==> config.mk <==
export PLATFORM = sky130hd
export DESIGN_NAME = basic_source
export DESIGN_NICKNAME = d
export VERILOG_FILES = /design/src/rtl/basic_source_pkg.sv /design/src/rtl/basic_source_step_counter.sv /design/src/rtl/basic_source.sv
export SDC_FILE = /design/constraint.sdc
export NUM_CORES = 1
export LEC_CHECK = 0
export CAP_MARGIN = 20
export CORE_MARGIN = 1
export CORE_UTILIZATION = 50
export CTS_BUF_LIST = sky130_fd_sc_hd__clkbuf_8
export CTS_CLUSTER_SIZE = 30
export DETAILED_ROUTE_END_ITERATION = 8
export PLACE_DENSITY = 0.82
export SLEW_MARGIN = 20
export SYNTH_ARGS = -nofsm -noshare
export SYNTH_HDL_FRONTEND = slang
export SYNTH_SLANG_ARGS = --single-unit
export TNS_END_PERCENT = 1
==> constraint.sdc <==
create_clock -name clk -period 2.5 [get_ports clk]
set_clock_uncertainty 0.05 [all_clocks]
set_input_delay 0.375 -clock clk [delete_from_list [all_inputs] [get_ports clk]]
set_output_delay 0.375 -clock clk [all_outputs]
set_load 0.02 [all_outputs]
==> src/rtl/basic_source_pkg.sv <==
// Shared types for the basic_source producer: section encoding, widths and the
// word-advance helper.
package basic_source_types;

  localparam int DATA_W  = 32;
  localparam int TOTAL_W = 32;

  typedef enum logic {
    idle = 1'b0,
    send = 1'b1
  } sections_t;

  // Two's-complement advance; wraps silently at the 32-bit boundary.
  function automatic logic [DATA_W-1:0] next_word(input logic [DATA_W-1:0] w,
                                                  input int step);
    return w + DATA_W'(step);
  endfunction

endpackage

==> src/rtl/basic_source_step_counter.sv <==
// Remaining-words counter with last-word detect; load wins over decrement.
// Zero latency on last, counter updates one edge after load/dec.
module basic_source_step_counter #(
  parameter int COUNT_W = 16
) (
  input  logic               clk,
  input  logic               rst,
  input  logic               load,
  input  logic [COUNT_W-1:0] load_val,
  input  logic               dec,
  output logic [COUNT_W-1:0] count,
  output logic               last
);

  always_ff @(posedge clk) begin
    if (rst) begin
      count <= '0;
    end else if (load) begin
      count <= load_val;
    end else if (dec) begin
      count <= count - COUNT_W'(1);
    end
  end

  assign last = (count == COUNT_W'(1));

endmodule

==> src/rtl/basic_source.sv <==
// Emits cmd_count words cmd_start, +STEP, ... one per b_out handshake; first word offered
// the cycle after the command edge. Stalls on b_out_sync low; commands held off while sending.
module basic_source
  import basic_source_types::*;
#(
  parameter int STEP    = 1,
  parameter int COUNT_W = 16
) (
  input  logic               clk,
  input  logic               rst,
  input  logic [31:0]        cmd_start,
  input  logic [COUNT_W-1:0] cmd_count,
  input  logic               cmd_sync,
  output logic               cmd_notify,
  output logic [31:0]        b_out,
  input  logic               b_out_sync,
  output logic               b_out_notify,
  output logic               busy,
  output logic [31:0]        sent_total
);

  sections_t           section_q, section_d;
  logic [DATA_W-1:0]   b_out_q, b_out_d;
  logic [TOTAL_W-1:0]  sent_total_q, sent_total_d;
  logic [COUNT_W-1:0]  remaining;
  logic                last_word;
  logic                cnt_load, cnt_dec;
  logic                cmd_xfer, out_xfer;

  // Notifies depend only on the section register, never on a sync input.
  assign cmd_notify   = (section_q == idle);
  assign b_out_notify = (section_q == send);
  assign busy         = (section_q == send);
  assign b_out        = b_out_q;
  assign sent_total   = sent_total_q;

  assign cmd_xfer = cmd_sync && cmd_notify;
  assign out_xfer = b_out_sync && b_out_notify;

  basic_source_step_counter #(
    .COUNT_W (COUNT_W)
  ) u_step_counter (
    .clk      (clk),
    .rst      (rst),
    .load     (cnt_load),
    .load_val (cmd_count),
    .dec      (cnt_dec),
    .count    (remaining),
    .last     (last_word)
  );

  always_ff @(posedge clk) begin
    if (rst) begin
      section_q    <= idle;
      b_out_q      <= '0;
      sent_total_q <= '0;
    end else begin
      section_q    <= section_d;
      b_out_q      <= b_out_d;
      sent_total_q <= sent_total_d;
    end
  end

  always_comb begin
    section_d    = section_q;
    b_out_d      = b_out_q;
    sent_total_d = sent_total_q;
    cnt_load     = 1'b0;
    cnt_dec      = 1'b0;
    case (section_q)
      idle: begin
        // A zero-count command is consumed without leaving idle.
        if (cmd_xfer && (cmd_count != '0)) begin
          b_out_d   = cmd_start;
          cnt_load  = 1'b1;
          section_d = send;
        end
      end
      send: begin
        if (out_xfer) begin
          sent_total_d = sent_total_q + TOTAL_W'(1);
          cnt_dec      = 1'b1;
          if (last_word) begin
            section_d = idle;
          end else begin
            b_out_d = next_word(b_out_q, STEP);
          end
        end
      end
      default: section_d = idle;
    endcase
  end

endmodule

==> After elaboration in Yosys (flattened, before gate mapping) <==
Cells that the tools add are included.
{ "classes": {"n_shift": 0, "mux": 13, "reduce_logical": 7, "mul": 0, "addsub": 3, "div": 0, "order_cmp": 0, "eq_ne": 4, "bitwise_logic": 1} }
{ "op_table": {"columns": ["operator", "count"], "rows": [
  ["32-bit two-way mux", 3],
  ["32-bit by 1-bit adder with 32-bit output, second input constant", 2],
  ["32-bit case mux with 2 select lines", 1],
  ["16-bit two-way mux", 2],
  ["16-bit by 1-bit == test with 1-bit output, second input constant", 1],
  ["16-bit nonzero test", 1],
  ["16-bit by 1-bit subtractor with 16-bit output, second input constant", 1],
  ["1-bit two-way mux", 6],
  ["2-bit by 1-bit inequality test with 1-bit output, second input constant", 2],
  ["1-bit logical AND", 3],
  ["3-bit AND reduction", 1],
  ["2-bit inequality test, second input constant", 1],
  ["1-bit case mux with 2 select lines", 1],
  ["2-bit AND reduction", 1],
  ["2-bit nonzero test", 1],
  ["1-bit inverter", 1]
]} }
{ "totals": {"ramBits": 0, "latchBits": 0, "regBits": 81, "n_memories": 0, "romBits": 0} }

==> Longest topological paths before layout <==
Gate-level depths: netlist (run 1).
{ "depth": {"word_depth": 6, "mapped_depth": 8, "ltp_nobuf": 7} }

==> Hierarchy <==
From an unflattened synthesis (run 1), not the netlist that was laid out.
{ "unflattened": {"cells_unflattened": 570, "hier_area_um2": 4505.6} }
{ "modules_own_cells": {"columns": ["mod", "area_per_inst_um2", "cells_per_inst", "instances"], "rows": [
  ["basic_source", 3601.0, 464, 1],
  ["basic_source_step_counter", 904.6, 106, 1]
]} }

==> Least setup slack after synthesis (run 1) <==
No wires, ideal clock.
{ "synth_timing": {"path_kind": "flip-flop to flip-flop", "startpoint": "register b_out_q[16], in the netlist b_out[16]", "endpoint": "register b_out_q[30], in the netlist b_out[30]", "slack_ps": 329, "stages_incl_launch_ff": 7, "arrival_time_ps": 2002, "n_path_buf": 1, "required_ps": 2330, "setup_time_ps": 120, "cell_sequence": "dfxtp_1 -> nand4_1 -> or4_1 -> buf_2 -> nor3_1 -> a311oi_1 -> a211o_1"} }
{ "synth_between": {"elab_chain_len": 4} }
{ "synth_lines": {"columns": ["item", "line", "source"], "rows": [
  ["start: declaration", "basic_source.sv:23", "logic [DATA_W-1:0] b_out_q, b_out_d;"],
  ["start signal: assignment", "basic_source.sv:59", "b_out_q <= b_out_d;"],
  ["32-bit by 1-bit adder with 32-bit output", "basic_source_pkg.sv:16", "return w + DATA_W'(step);"],
  ["32-bit two-way mux", "basic_source.sv:83", "if (last_word) begin"],
  ["32-bit two-way mux", "basic_source.sv:80", "if (out_xfer) begin"],
  ["32-bit case mux with 2 select lines", "basic_source.sv:70", "case (section_q)"]
]} }
No other way between the ends. The select of a mux whose other input is x is not followed.
A chain may end at the register's enable or synchronous reset.

==> Worst setup path after layout (run 1) <==
{ "layout_timing": {"startpoint": "input port cmd_count[8]", "endpoint": "register b_out_q[22], in the netlist b_out[22]"} }
{ "layout_between": {"elab_chain_len": 4} }
{ "layout_lines": {"columns": ["item", "line", "source"], "rows": [
  ["start: declaration", "basic_source.sv:12", "input logic [COUNT_W-1:0] cmd_count,"],
  ["16-bit nonzero test", "basic_source.sv:73", "if (cmd_xfer && (cmd_count != '0)) begin"],
  ["1-bit logical AND", "basic_source.sv:73", null],
  ["2-bit by 1-bit inequality test with 1-bit output (no line)", null, null],
  ["3-bit AND reduction (no line)", null, null]
]} }
No other way between the ends.

==> results of run 1 <==
==> metal layers <==
layer / GRT usage / vias to the layer above / part of all wire
met1: 0.352 / 2341 / 0.42
li1: - / 2401 / -
met3: 0.0523 / 20 / 0.076
met5: 0 / - / 0
met2: 0.460 / 206 / 0.48
met4: 0.0967 / 0 / 0.018
==> cells in the final DEF (no fill, tap or decap), drive strengths merged, types with 13 or more instances in the layout <==
cell / netlist / routed
xnor2: 22 / 22
and3: 13 / 13
nor4: 24 / 24
o21ai: 39 / 39
nand2: 45 / 45
xor2: 13 / 13
nand3: 29 / 29
inv: 13 / 15
nand4: 17 / 17
nor2b: 16 / 16
nor2: 61 / 61
nor3: 21 / 21
clkdlybuf4s50: 0 / 117
dfxtp: 81 / 81
a21oi: 49 / 49
buf: 14 / 32
==> power groups by stage <==
stage / sequential, mW / clock [mW] / combinational [mW]
global placement: 1.48 / 0 / 0.622
global route: 1.47 / 1.10 / 0.691
finish: 1.45 / 1.04 / 0.638
CTS: 1.45 / 1.05 / 0.637
detailed placement: 1.48 / 0 / 0.634
floorplan: 1.51 / 0 / 0.305
==> synth_stat cells, types with 4 or more instances <==
master	instances
and3_1	13
nor3_1	21
ha_1	4
nand3_1	28
xnor2_1	22
nor2_1	61
nand2_1	45
xor2_1	13
buf_4	6
a211oi_1	8
nor4_1	23
a31oi_1	9
nand4b_1	4
or3_1	5
or4_1	7
and4_1	5
nand4_1	15
o2bb2ai_1	8
clkbuf_1	23
inv_1	12
o21ai_0	35
buf_2	5
a21oi_1	49
o31ai_1	5
nor2b_1	16
dfxtp_1	81
o211ai_1	4
==> state kept, by name, indices dropped and copies added, names as in the netlist <==
signal,flops
sent_total,32
b_out,32
u_step_counter.count,16
b_out_notify,1
==> final cells by class <==
cell class | count | share of cell area
multi-input combinational | 453 | 0.442
tap | 108 | 0.0218
inverter | 13 | 0.00786
clock inverter | 7 | 0.0141
timing repair buffer | 149 | 0.233
clock buffer | 9 | 0.0200
sequential | 81 | 0.261
==> logic make-up (layout without fill, tap and decap cells) <==
kind of cell / Yosys count / in the layout
compound gates: 150 / 150
xor+xnor: 35 / 35
fa+ha+maj: 4 / 4
buf+inv: 51 / 178
flops: 81 / 81
mux: 1 / 1
simple gates: 263 / 263
==> worst max-delay path, stage by stage <==
cell and delay, ns:
clkdlybuf4s50_1 0.41, or4_1 0.61, o41ai_4 0.46, o21a_2 0.25, buf_12 0.18, nor2_1 0.06, nor3_1 0.20
==> worst max path at each step <==
stage                           startpoint                                    end  depth (start not counted)
global route                  cmd_count[8]                 b_out[22]$_SDFFE_PP0P_                          7
floorplan           b_out[16]$_SDFFE_PP0P_                 b_out[30]$_SDFFE_PP0P_                          6
global placement              cmd_count[8]                 b_out[28]$_SDFFE_PP0P_                          6
detailed placement            cmd_count[8]                 b_out[22]$_SDFFE_PP0P_                          7
finish                        cmd_count[8]                 b_out[22]$_SDFFE_PP0P_                          7
CTS                           cmd_count[8]  u_step_counter.count[13]$_SDFFE_PP0P_                          5
==> results by group, run 1 <==
Die
  – # IOs: roughly 120
  – Num rows: 34
  – Die H: between 90 and 100 um
  – Width of the die: just under 100 um
  – Die footprint: between 9000 and 10,000 um^2
  – Core Footprint: approximately 8800 um^2
  – Initial Util: 0.524

Worst setup path
  – R2R Path Start: b_out[10]$_SDFFE_PP0P_
  – Arrival time at the worst endpoint: 2.56 ns
  – Worst Path Required: between 2 and 3 ns
  – Reg2reg path depth: 5
  – Reg2Reg Setup Slack: 0.19 ns
  – Worst-path fanout max: 31
  – Critical R2R Capture: b_out[30]$_SDFFE_PP0P_
  – Crit Path Category: input port to register
  – Crit. End Element: register
  – CP Launch Type: input port

Final layout
  – Nets: roughly 760
  – ANT cells: 0
  – Sequential Area: between 1500 and 2000 um^2
  – Cell area after layout: 6200 um^2
  – # fillers: 754
  – Multi-input gate area: around 2700 um^2
  – Area growth from synthesis to layout: 34.5%
  – Final cell count without fillers: 820
  – Util after Layout: 0.705
  – Layout cells sized above 1: 0.0857

Yosys
  – Mapped Cells: about 590
  – Post-synth EDFFs: 0
  – Main flop type after synthesis: dfxtp_1
  – Syn_area_per_cell: between 7 and 8 um^2
  – Synth Area in Compound Gates: 0.210
  – Async set-reset flop share out of synthesis: 0
  – Synth area leaders: dfxtp_1 35%, a21oi_1 5.3%, nor2_1 5.0%, xnor2_1 4.2%, o21ai_0 3.8%
  – Yosys warnings: 0
  – Simple-Gate Fraction of Synth Area: 0.305
  – Cell type with the largest total area after synthesis: dfxtp_1
  – Synth Area in XOR/XNOR: 0.0665
  – Seq cells post-synth: between 80 and 90
  – Post-Synth Adder-Cell Area: 0.0109
  – Synthesized area: between 4000 and 5000 um^2
  – Main combinational cell family by area after synthesis: simple AND/OR/NAND/NOR gates
  – Share of the synthesized area in the top cell type: 0.352
  – Register area share after synthesis: 0.352
  – Mux share of post-synthesis cell area: 0.00217
  – Yosys cell types: between 60 and 70
  – Syn_nets: around 640

CTS
  – CTS Hold Bufs: 0
  – CTS root buffer: clkbuf_8
  – CTS H-tree lvls: 3
  – Clock slew at reported path FFs: around 0.08 ns
  – Max clock buf depth: 2
  – Clk sinks: slightly above 80
  – Post-CTS Resized: 0
  – CTS tree: built
  – Post-CTS Setup Inserts: 0
  – CTS buffer count: 9
  – Skew-Pair Late Insertion Delay: ~0.35 ns

Drt
  – Antenna viol nets, final: 0
  – First-pass iteration count of the detailed router: 7
  – Via count: a little under 5,000
  – Average wire per standard cell: between 15 and 20 um
  – Drt via density: 6.06
  – DRC viols: 9
  – Drt total wl: approximately 13,000 um
  – Iter 0 DRT Violations: 308

Worst hold path
  – Worst Hold Class: input port to register
  – Worst hold stages: 2
  – Worst Hold Endpoint: b_out[31]$_SDFFE_PP0P_
  – HP Start: rst

Global route
  – Total grt overflow: 0
  – Largest net degree at the start of global routing: 42
  – Vias in the first global route: around 4,600
  – GR Util All Layers: 0.274
  – First-pass GRT wire length: approximately 22,000 um
  – Initial antenna violation count: 0

Pwr
  – Leak: ~2.1 nW
  – Clock share of power: 0.332
  – Worst vdd ir: 0.289 mV
  – Sequential power share: 0.464
  – Internal power: roughly 2.2 mW
  – Tot Pwr: 3.13 mW
  – Logic pwr share: 0.204
  – PwrDens: ~500 nW/um^2
  – Switching part of the total power: 0.289
  – Sw power: approximately 0.91 mW

Placed design
  – GP Congestion: about 0.83
  – Port-buffer cells: 118
  – Placed inst area: about 6000 um^2
  – DP HPWL: just over 9000 um
  – Worst slack, placed: -0.180 ns
  – Inst Count DP: 804

STA
  – Worst slew margin: 0.564
  – WHS: around 0.25 ns
  – Endpoints failing setup: 0
  – Tmin final: 2.35 ns
  – Final setup TNS: 0 ns
  – Worst-Margin Slew: approximately 0.65 ns
  – Final cycle utilization of the critical path: 0.940
  – RSZ-0062 raised after global routing: false
  – FMAX: 426 MHz
  – Slew Viols, Final: 0
  – Final worst slack: 0.151 ns
  – Hold Fails Final Rpt: 0

Status
  – Failing checks: DRC
  – Status: finished with violations

Flow run
  – Maxcap violations: 0
(Power assumes the default switching activity.)
==> run 2, diff against run 1 <==
--- a/config.mk
+++ b/config.mk
@@ -6,6 +6,7 @@
 export NUM_CORES = 1
 export LEC_CHECK = 0
 export CAP_MARGIN = 20
+export CORE_ASPECT_RATIO = 0.7
 export CORE_MARGIN = 1
 export CORE_UTILIZATION = 50
 export CTS_BUF_LIST = sky130_fd_sc_hd__clkbuf_8
==> results by group, run 2 (synthesized netlist as in run 1, its figures left out) <==
STA
  – Final cycle utilization of the critical path: 0.946 (+0.00638)
  – Final worst slack: 0.135 ns (-0.0159 ns)
  – Slew Viols, Final: 0 (unchanged)
  – RSZ-0062 raised after global routing: false
  – FMAX: 423 MHz (-0.67%)
  – Endpoints failing setup: 0 (unchanged)
  – Hold Fails Final Rpt: 0 (unchanged)
  – Tmin final: 2.36 ns (+0.0159 ns)
  – Worst-Margin Slew: 0.816 ns (+0.167 ns)
  – Worst slew margin: 0.452 (-0.112)

Final layout
  – Area growth from synthesis to layout: 35.5%
  – Final cell count without fillers: 836 (+2.0%)
  – ANT cells: 0 (unchanged)
  – Nets: 767 (+0.52%)
  – Cell area after layout: 6250 um^2 (+0.73%)
  – Leading cell types in the layout, fill and taps excluded: 117 x clkdlybuf4s50_1, 81 x dfxtp_1, 61 x nor2_1
  – Most common cell after layout, fill and taps aside: clkdlybuf4s50_1
  – Util after Layout: 0.719 (+0.0147)
  – Layout cells sized above 1: 0.0908 (+0.00511)

Global route
  – Largest net degree at the start of global routing: 43 (+2.4%)
  – GR Util All Layers: 0.300 (+0.0258)
  – First-pass GRT wire length: 22,300 um (+1.8%)
  – Total grt overflow: 0 (unchanged)
  – Vias in the first global route: 4,493 (-3.3%)
  – Initial antenna violation count: 0 (unchanged)

Die
  – Die footprint: 9620 um^2 (about the same)
  – Initial Util: 0.531 (+0.00709)
  – # IOs: 119 (unchanged)
  – Die H: 82.4 um (-16%)
  – Core Footprint: 8690 um^2 (-1.3%)
  – Width of the die: 117 um (+19%)
  – Num rows: 28 (-18%)

Drt
  – Drt total wl: 14,200 um (+8.3%)
  – Drt via density: 6.08 (+0.28%)
  – First-pass iteration count of the detailed router: 6 (-1)
  – Antenna viol nets, final: 0 (unchanged)
  – DRC viols: 0 (-9)
  – Average wire per standard cell: 17.0 um (+6.2%)
  – Via count: 5,079 (+2.2%)
  – Iter 0 DRT Violations: 534 (+73%)

Placed design
  – Placed inst area: 6040 um^2 (+0.75%)
  – Worst slack, placed: -0.226 ns (-0.0463 ns)
  – GP Congestion: 0.911 (+9.5%)
  – Port-buffer cells: 118 (unchanged)
  – DP HPWL: 10,300 um (+10%)
  – Inst Count DP: 820 (+2.0%)

Worst setup path
  – Crit Path Category: input port to register
  – Worst Setup SP: cmd_count[8]
  – Reg2Reg Setup Slack: 0.22 ns (+0.03 ns)
  – Reg2reg path depth: 5 (unchanged)
  – R2R Path Start: b_out[10]$_SDFFE_PP0P_
  – Arrival time at the worst endpoint: 2.57 ns (about the same)
  – Worst-path fanout max: 4 (-87%)
  – Critical R2R Capture: b_out[30]$_SDFFE_PP0P_
  – Crit. End Element: register
  – Worst Path Required: 2.70 ns (about the same)
  – CP Launch Type: input port

CTS
  – Post-CTS Setup Inserts: 0 (unchanged)
  – CTS buffer count: 9 (unchanged)
  – Max clock buf depth: 2 (unchanged)
  – Clk sinks: 81 (unchanged)
  – CTS tree: built
  – CTS Hold Bufs: 0 (unchanged)
  – Post-CTS Resized: 0 (unchanged)
  – CTS root buffer: clkbuf_8
  – CTS H-tree lvls: 3 (unchanged)
  – Skew-Pair Late Insertion Delay: 0.37 ns (+0.02 ns)
  – Clock slew at reported path FFs: 0.09 ns (about the same)

Pwr
  – Worst vdd ir: 0.365 mV (+26%)
  – PwrDens: 504 nW/um^2 (-0.26%)
  – Leak: 2.11 nW (+0.89%)

Worst hold path
  – Worst Hold Class: input port to register
  – Worst Hold Endpoint: b_out[4]$_SDFFE_PP0P_
  – Worst hold stages: 2 (unchanged)
  – HP Start: rst

Status
  – Status: finished, final reports clean

Flow run
  – Maxcap violations: 0 (unchanged)
run 2: power breakdown:
part,switching [mW],internal (mW)
sequential,0.0977,1.36
clock,0.482,0.553
combinational,0.336,0.320
total,0.916,2.23
run 2: layout make-up:
class / count / area [um^2]
clock buffer: 9 / 124
clock inverter: 7 / 87.6
fill: 733 / 2440
inverter: 13 / 48.8
multi-input combinational: 453 / 2740
sequential: 81 / 1620
tap: 120 / 150
timing repair buffer: 153 / 1480
run 2: worst max path at each step:
stage               slack (ns)                endpoint
floorplan                 0.33  b_out[30]$_SDFFE_PP0P_
CTS                       0.15  b_out[28]$_SDFFE_PP0P_
finish                    0.14  b_out[28]$_SDFFE_PP0P_
global route              0.06  b_out[28]$_SDFFE_PP0P_
detailed placement       -0.23  b_out[28]$_SDFFE_PP0P_
global placement         -0.19  b_out[28]$_SDFFE_PP0P_
run 2: layer usage:
layer | track usage | vias up | part of all wire
met1 | 0.414 | 2399 | 0.46
li1 | - | 2412 | -
met4 | 0.0835 | 0 | 0.011
met3 | 0.0679 | 21 | 0.083
met2 | 0.473 | 247 | 0.45
met5 | 0 | - | 0
run 2: metrics by stage:
stage / TNS, ns / hold slack (ns) / total power, mW
detailed placement: -6.39 / 0.432 / 2.13
CTS: 0 / 0.413 / 3.15
global placement: -4.26 / 0.417 / 2.11
global route: 0 / 0.449 / 3.28
floorplan: 0 / 0.418 / 1.82
finish: 0 / 0.435 / 3.15
run 2: worst max-delay path, stage by stage:
cell and delay, ns:
clkdlybuf4s50_1 0.42, or4_1 0.61, o41ai_4 0.46, o21a_2 0.25, nor2_1 0.11, a221o_1 0.34
==> run 3, diff against run 2 <==
--- a/config.mk
+++ b/config.mk
@@ -7,12 +7,13 @@
 export LEC_CHECK = 0
 export CAP_MARGIN = 20
 export CORE_ASPECT_RATIO = 0.7
-export CORE_MARGIN = 1
+export CORE_MARGIN = 2
 export CORE_UTILIZATION = 50
 export CTS_BUF_LIST = sky130_fd_sc_hd__clkbuf_8
 export CTS_CLUSTER_SIZE = 30
 export DETAILED_ROUTE_END_ITERATION = 8
 export PLACE_DENSITY = 0.82
+export SETUP_SLACK_MARGIN = 0.2
 export SLEW_MARGIN = 20
 export SYNTH_ARGS = -nofsm -noshare
 export SYNTH_HDL_FRONTEND = slang
==> results by group, run 3 (synthesized netlist as in run 1, its figures left out) <==
STA
  – FMAX: 438 MHz (+3.6%)
  – Tmin final: 2.28 ns (-0.0824 ns)
  – Slew Viols, Final: 0 (unchanged)
  – RSZ-0062 raised after global routing: true
  – Hold Fails Final Rpt: 0 (unchanged)
  – Worst slew margin: 0.487 (+0.0354)
  – Worst-Margin Slew: 0.769 ns (-0.0468 ns)
  – Endpoints failing setup: 0 (unchanged)
  – Final cycle utilization of the critical path: 0.913 (-0.0330)

Worst setup path
  – Reg2reg path depth: 5 (unchanged)
  – Crit. End Element: register
  – CP Launch Type: register
  – Reg2Reg Setup Slack: 0.22 ns (about the same)
  – Arrival time at the worst endpoint: 2.50 ns (-0.07 ns)
  – Crit Path Category: register to register
  – Worst Path Required: 2.72 ns (+0.02 ns)
  – Critical R2R Capture: sent_total[31]$_SDFFE_PP0P_
  – R2R Path Start: sent_total[20]$_SDFFE_PP0P_
  – Worst-path fanout max: 6 (+2)

Final layout
  – Most common cell after layout, fill and taps aside: clkdlybuf4s50_1
  – Util after Layout: 0.704 (-0.0151)
  – Area growth from synthesis to layout: 37.4%
  – Leading cell types in the layout, fill and taps excluded: 116 x clkdlybuf4s50_1, 78 x dfxtp_1, 59 x nor2_1
  – Cell area after layout: 6340 um^2 (+1.4%)
  – ANT cells: 0 (unchanged)
  – Layout cells sized above 1: 0.113 (+0.0217)
  – Nets: 771 (+0.52%)

CTS
  – Max clock buf depth: 2 (unchanged)
  – CTS buffer count: 9 (unchanged)
  – Skew-Pair Late Insertion Delay: 0.36 ns (about the same)
  – CTS root buffer: clkbuf_8
  – Clk sinks: 81 (unchanged)
  – Clock slew at reported path FFs: 0.09 ns (about the same)
  – CTS tree: built
  – CTS H-tree lvls: 3 (unchanged)

Pwr
  – Leak: 2.16 nW (+2.1%)
  – Sequential power share: 0.466 (+0.003)
  – Sw power: 0.941 mW (+2.7%)
  – Worst vdd ir: 0.268 mV (-26%)
  – Internal power: 2.18 mW (-2.3%)
  – PwrDens: 492 nW/um^2 (-2.2%)
  – Tot Pwr: 3.12 mW (-0.85%)
  – Switching part of the total power: 0.301 (+0.0105)
  – Logic pwr share: 0.222 (+0.014)
  – Clock share of power: 0.312 (-0.017)

Die
  – Die H: 84.4 um (+2.4%)
  – # IOs: 119 (unchanged)
  – Die footprint: 10,000 um^2 (+4.2%)
  – Num rows: 29 (+3.6%)
  – Initial Util: 0.513 (-0.0183)
  – Core Footprint: 9000 um^2 (+3.6%)
  – Width of the die: 119 um (+1.7%)

Drt
  – Drt total wl: 14,800 um (+4.4%)
  – Iter 0 DRT Violations: 714 (+34%)
  – First-pass iteration count of the detailed router: 5 (-1)
  – Drt via density: 6.11 (+0.59%)
  – Via count: 5,158 (+1.6%)
  – Antenna viol nets, final: 0 (unchanged)
  – Average wire per standard cell: 17.5 um (+3.4%)
  – DRC viols: 0 (unchanged)

Worst hold path
  – Worst Hold Endpoint: b_out[5]$_SDFFE_PP0P_
  – Worst Hold Class: input port to register
  – Worst hold stages: 2 (unchanged)
  – HP Start: rst

Placed design
  – DP HPWL: 10,100 um (-1.9%)
  – Placed inst area: 6050 um^2 (+0.12%)
  – Port-buffer cells: 118 (unchanged)
  – GP Congestion: 0.897 (-1.5%)

Flow run
  – Maxcap violations: 0 (unchanged)

Global route
  – Largest net degree at the start of global routing: 70 (+63%)
  – Initial antenna violation count: 0 (unchanged)
  – Total grt overflow: 0 (unchanged)
  – GR Util All Layers: 0.286 (-0.0144)
  – First-pass GRT wire length: 23,700 um (+6.0%)
  – Vias in the first global route: 4,710 (+4.8%)

Status
  – Status: finished, final reports clean
-- run 3: changes by cell type in the layout (fill, tap and decap cells not counted), moves of 2 or more --
cell | before | now
buf_4 | 32 | 34
clkbuf_16 | 0 | 2
dfxtp_1 | 81 | 78
dfxtp_2 | 0 | 3
nor2_1 | 61 | 59
nor2_2 | 0 | 2
or4_1 | 7 | 3
or4_4 | 1 | 5
-- run 3: worst max path at each step --
stage	start	to	cells past startpoint
CTS	sent_total[14]$_SDFFE_PP0P_	sent_total[31]$_SDFFE_PP0P_	5
floorplan	b_out[16]$_SDFFE_PP0P_	b_out[30]$_SDFFE_PP0P_	6
global placement	cmd_count[8]	b_out[28]$_SDFFE_PP0P_	6
detailed placement	cmd_count[8]	b_out[0]$_SDFFE_PP0P_	8
finish	sent_total[20]$_SDFFE_PP0P_	sent_total[31]$_SDFFE_PP0P_	5
global route	cmd_count[8]	u_step_counter.count[8]$_SDFFE_PP0P_	6
-- run 3: area by class of cell --
| class | count | area, um^2 |
|---|---|---|
| Clock buffer | 10 | 138 |
| Clock inverter | 6 | 58.8 |
| Multi-Input combinational cell | 453 | 2780 |
| Timing Repair Buffer | 157 | 1540 |
| Sequential cell | 81 | 1630 |
| Tap cell | 124 | 155 |
| Inverter | 13 | 48.8 |
| Fill cell | 736 | 2660 |
-- run 3: routing by layer --
metal | global-route usage | vias up | share of wire
met5 | 0 | - | 0
met4 | 0.0855 | 0 | 0.019
met3 | 0.0734 | 35 | 0.095
met2 | 0.445 | 303 | 0.45
met1 | 0.392 | 2399 | 0.44
li1 | - | 2421 | -
-- run 3: power by group through the flow --
stage	clock [mW]	combinational (mW)	sequential [mW]
after global placement	0	0.633	1.47
after floorplan	0	0.305	1.51
after global routing	1.03	0.743	1.47
after detailed placement	0	0.649	1.48
after CTS	0.985	0.654	1.45
final	0.974	0.692	1.45
-- run 3: what timing repair did --
| action | 4_1_cts | 5_1_grt |
|---|---|---|
| resized for setup | 0 | 15 |
| hold buffers | 0 | 0 |
| hold endpoints to repair | 0 | 0 |
| endpoints found under the setup margin | 0 | 34 |
| buffers inserted | 0 | 0 |
-- run 3: worst max-delay path, stage by stage, from the launching register on --
cell     delay, ns
dfxtp_1       0.48
nand4_2       0.17
or4_4         0.53
or2_0         0.25
or4b_1        0.52
a21oi_1       0.20
-- run 3: through the flow --
stage	instances	hold WS (ns)	setup slack, ns	setup TNS [ns]
after CTS	842	0.289	0.211	0
after detailed placement	826	0.446	-0.163	-4.81
final	844	0.323	0.218	0
after floorplan	585	0.418	0.329	0
after global routing	844	0.313	0.172	0
after global placement	826	0.419	-0.122	-3.46
